File: src/rtl/quotient_reconstructor.sv
// quotient_reconstructor: rebuilds dividend = quotient*divisor + remainder by serial shift-add, one quotient bit per cycle.
// Optional self-check comparator enabled by defining RECON_CHECK_EN.
module quotient_reconstructor (
    input  logic        clock,
    input  logic        reset,
    input  logic        start,
    input  logic [7:0]  quotient,
    input  logic [19:0] divisor,
    input  logic [19:0] remainder,
`ifdef RECON_CHECK_EN
    input  logic [27:0] dividend_ref,
    output logic        mismatch,
`endif
    output logic        busy,
    output logic        done,
    output logic [27:0] dividend
);
    typedef enum logic [1:0] {IDLE, BUSY, DONE} state_t;
    state_t      state_q, state_d;
    logic [7:0]  quo_q, quo_d;
    logic [19:0] div_q, div_d;
    logic [19:0] rem_q, rem_d;
    logic [27:0] acc_q, acc_d;
    logic [2:0]  cnt_q, cnt_d;
    logic [27:0] dividend_q, dividend_d;
    logic [27:0] sum;
    assign sum = acc_q + (quo_q[cnt_q] ? ({8'd0, div_q} << cnt_q) : 28'd0);
`ifdef RECON_CHECK_EN
    logic [27:0] ref_q, ref_d;
    logic        mismatch_q, mismatch_d;
    always_comb begin
        ref_d      = (state_q == IDLE && start) ? dividend_ref : ref_q;
        mismatch_d = (state_q == BUSY && cnt_q == 3'd7) ? ((sum != ref_q) || (rem_q >= div_q)) : mismatch_q;
    end
    always_ff @(posedge clock or posedge reset) begin
        if (reset) begin
            ref_q      <= '0;
            mismatch_q <= 1'b0;
        end else begin
            ref_q      <= ref_d;
            mismatch_q <= mismatch_d;
        end
    end
    assign mismatch = mismatch_q;
`endif
    always_comb begin
        state_d    = state_q;
        quo_d      = quo_q;
        div_d      = div_q;
        rem_d      = rem_q;
        acc_d      = acc_q;
        cnt_d      = cnt_q;
        dividend_d = dividend_q;
        case (state_q)
            IDLE: if (start) begin
                quo_d   = quotient;
                div_d   = divisor;
                rem_d   = remainder;
                acc_d   = {8'd0, remainder};
                cnt_d   = 3'd0;
                state_d = BUSY;
            end
            BUSY: begin
                acc_d = sum;
                cnt_d = cnt_q + 3'd1;
                if (cnt_q == 3'd7) begin
                    dividend_d = sum;
                    state_d    = DONE;
                end
            end
            default: state_d = IDLE;
        endcase
    end
    always_ff @(posedge clock or posedge reset) begin
        if (reset) begin
            state_q    <= IDLE;
            quo_q      <= '0;
            div_q      <= '0;
            rem_q      <= '0;
            acc_q      <= '0;
            cnt_q      <= '0;
            dividend_q <= '0;
        end else begin
            state_q    <= state_d;
            quo_q      <= quo_d;
            div_q      <= div_d;
            rem_q      <= rem_d;
            acc_q      <= acc_d;
            cnt_q      <= cnt_d;
            dividend_q <= dividend_d;
        end
    end
    assign busy     = state_q != IDLE;
    assign done     = state_q == DONE;
    assign dividend = dividend_q;
endmodule

File: config.mk
export PLATFORM = sky130hd
export DESIGN_NAME = quotient_reconstructor
export DESIGN_NICKNAME = d
export VERILOG_FILES = /design/src/rtl/quotient_reconstructor.sv
export SDC_FILE = /design/constraint.sdc
export NUM_CORES = 1
export LEC_CHECK = 0
export BUFFER_PORTS_ARGS = -buffer_cell sky130_fd_sc_hd__buf_2
export CAP_MARGIN = 20
export CORE_ASPECT_RATIO = 0.9
export CORE_MARGIN = 2
export CORE_UTILIZATION = 53
export DETAILED_ROUTE_END_ITERATION = 16
export GPL_TIMING_DRIVEN = 0
export HOLD_SLACK_MARGIN = 0.05
export PLACE_DENSITY_LB_ADDON = 0.1
export SLEW_MARGIN = 20
export SYNTH_ARGS = -nofsm -noshare
export SYNTH_HDL_FRONTEND = slang
export SYNTH_SLANG_ARGS = --single-unit
File: constraint.sdc
create_clock -name clock -period 3.7 [get_ports clock]
set_clock_uncertainty 0.05 [all_clocks]
set_input_delay 0.37 -clock clock [delete_from_list [all_inputs] [get_ports clock]]
set_output_delay 0.37 -clock clock [all_outputs]
set_load 0.01 [all_outputs]
==> run summary <==
Worst-margin pin slew = 0.930 ns
Antenna violations before repair = 0
End-of-flow core utilization = 64.1%
Via/cell ratio = 5.90
Max_cap viols = 0
Row cnt = 36
Cell count after synthesis = 629
Fmax = 284 MHz
Total Nets Final = 813
CTS tree = done
Drt total wl = 15600 um
DP HPWL = 11800 um
Core footprint = 10700 um2
Largest net degree at the start of global routing = 49
Hold WC Path Type = input port to flop
Chip width = 114 um
WP buf/inv = 1
Largest area contributor in the netlist = dfrtp_1
Final period util = 95.0%
Net Count, Synth = 710
Number of global-route vias before repair = 5125
Num CTS Buffers = 9
Remaining antenna violation count = 0
Minimum clock period = 3.52 ns
DRC = 0
Max-Slew Margin vs Limit = 37.8%
Startpoint class of the critical path = flop
EDFF count, synth = 0
Hold path depth = 3
Crit path required time = 3.92 ns
Setup TNS = 0 ns
# setup viols final = 0
Setup crit start = cnt_q[0]$_DFFE_PP0P_
Highest-delay cell along the critical path = mux4_2
Crit Path Max Fanout = 10
CTS Buffer Depth = 2
Starting Density = 53.9%
Status = complete, no violations
Max Slew Vio Count = 0
Register clock-pin slew on the reported worst setup and hold paths = 0.06 ns
WL/cell = 17.9 um
DR iter-0 viols = 239
Leading post-synthesis cells by cell area = dfrtp_1 (39%), mux2_2 (6.8%), ha_1 (6.3%), nand2_1 (5.9%), a21oi_1 (5.7%)
Mapped Area = 5780 um2
Avg Cell Area, Syn = 9.18 um2
Async S/R FF share, synth = 100%
Root buf cell = clkbuf_16
Share of cells above drive strength 1 = 26.5%
Reg2Reg Launch Point = cnt_q[0]$_DFFE_PP0P_
Worst path cell trace = mux4_2, nand2_2, and2_4, buf_6, a21oi_1, ha_1, o21ai_0, o21bai_1, nor2_2, a31oi_4, a2111oi_4, or4_1, o211ai_1
Die height = 103 um
Synthesis-to-layout area growth = 19.0%
FF-to-FF path depth = 13
GRT Overall Usage = 27.6%
Ant. Diodes = 0
Global route overflow = 0
Register bit total from synthesis = 89
Max incr delay on CP = 0.53 ns
Worst-Skew Late Latency = 0.35 ns
CTS Sinks = 89
Port bufs = 80
First-pass GRT wire length = 25000 um
H-tree depth = 3
Crit Path Class = flop to flop
Start point of the worst hold path = remainder[1]
Netlist cell types = 62
GPL Wtd Cong = 0.930
Synth top area share = 38.6%
Vias = 5134
Worst Setup End Kind = flop
Synthesis Warnings = 0
Final Hold Vio Count = 0
Die ar. = 11800 um2
Critical path depth in cells = 13
Worst EP arrival = 3.73 ns
Seq/Total Area, Yosys = 38.6%
Delay-heaviest family, CP = compound AO/OA/AOI/OAI gates
Io pins = 81
DR pass1 iterations = 5
Synth Flop Type = dfrtp_1
==> layout make-up <==
class                      count  area, um2
fill                         932       3850
multi-input combinational    489       3430
clock buffer                  11        243
timing repair buffer          93        520
sequential                    89       2230
buffer                        35        165
tap                          133        166
clock inverter                 5       55.1
inverter                      15       60.1
==> per-layer routing <==
layer	vias up	part of all wire (%)	wire [um]	global-route usage, %
met5	-	0	0	0
met4	0	3.0	472	10.4
met3	43	5.3	826	7.00
met2	145	48	7420	45.4
met1	2471	44	6880	35.6
li1	2475	-	-	-
==> repair_timing <==
action / in CTS / in global routing
hold buffers: 1 / 0
resized for setup: 18 / 27
setup buffers: 2 / 9
hold endpoints to repair: 2 / 0
pin swaps: 5 / 9
gates cloned: 0 / 0
setup endpoints to repair: 37 / 27
==> layout by cell type, fill, tap and decap left out, types with 13 or more instances in the layout <==
master	n
a211oi_1	18
a21oi_1	60
buf_2	84
buf_4	13
clkbuf_1	22
dfrtp_1	87
ha_1	28
mux2_2	35
nand2_1	89
nor2_1	38
nor2b_1	21
o21ai_0	39
==> synthesized netlist by cell type, types with 5 or more instances <==
master    count
ha_1         29
nor2_1       39
o21bai_1      5
mux4_2        8
o31ai_1       5
clkbuf_1     27
nor3_1        6
xor2_1       10
dfrtp_1      89
nand3_1       8
o21ai_0      43
xnor2_1      12
and2_1        6
a31oi_1       6
mux2_2       35
nand2_1      91
inv_1        13
nor2b_1      21
buf_2         5
a21oi_1      66
nand4_1       7
mux2i_1      13
a211oi_1     20
==> through the flow <==
stage	cells	hold WS [ns]	worst slack (ns)	area, um2
final	870	0.185	0.184	6870
after global routing	870	0.195	-0.0216	6870
after CTS	861	0.179	0.00249	6730
after detailed placement	843	0.412	-0.451	6370
after global placement	842	0.401	-0.365	6340
after floorplan	629	0.403	0.0793	5780
==> worst min-delay path: cells and delay by family <==
| family | cells | cell delay (ns) |
|---|---|---|
| and+or+nand+nor | 1 | 0.06 |
| AOI/OAI and AO/OA | 1 | 0.05 |
| buffers and inverters | 1 | 0.08 |
==> final timing paths <==
kind	end	slack (ns)
setup / recovery	acc_q[27]$_DFFE_PP0P_	0.18
hold / removal	acc_q[1]$_DFFE_PP0P_	0.18
setup reg to reg	acc_q[27]$_DFFE_PP0P_	0.18
hold reg to reg	dividend[0]$_DFFE_PP0P_	0.42
max in group asynchronous	acc_q[17]$_DFFE_PP0P_	2.40
min in group asynchronous	acc_q[1]$_DFFE_PP0P_	0.57
==> cells by family after synthesis <==
family                   synth area share (%)
buffers and inverters                    3.42
flip-flops                               38.6
AO/OA/AOI/OAI                            19.9
multiplexers                             12.2
adder cells (fa/ha/maj)                  6.63
AND/OR/NAND/NOR                          16.0
XOR/XNOR                                 3.34
==> sequential cells by signal, indices dropped and copies added, names as in the netlist <==
register,count
acc_q,28
dividend,28
div_q,20
quo_q,8
cnt_q,3
state_q,2
Power is not shown: default switching activity piles up to over one toggle a cycle in this logic, so the estimate is an artifact.
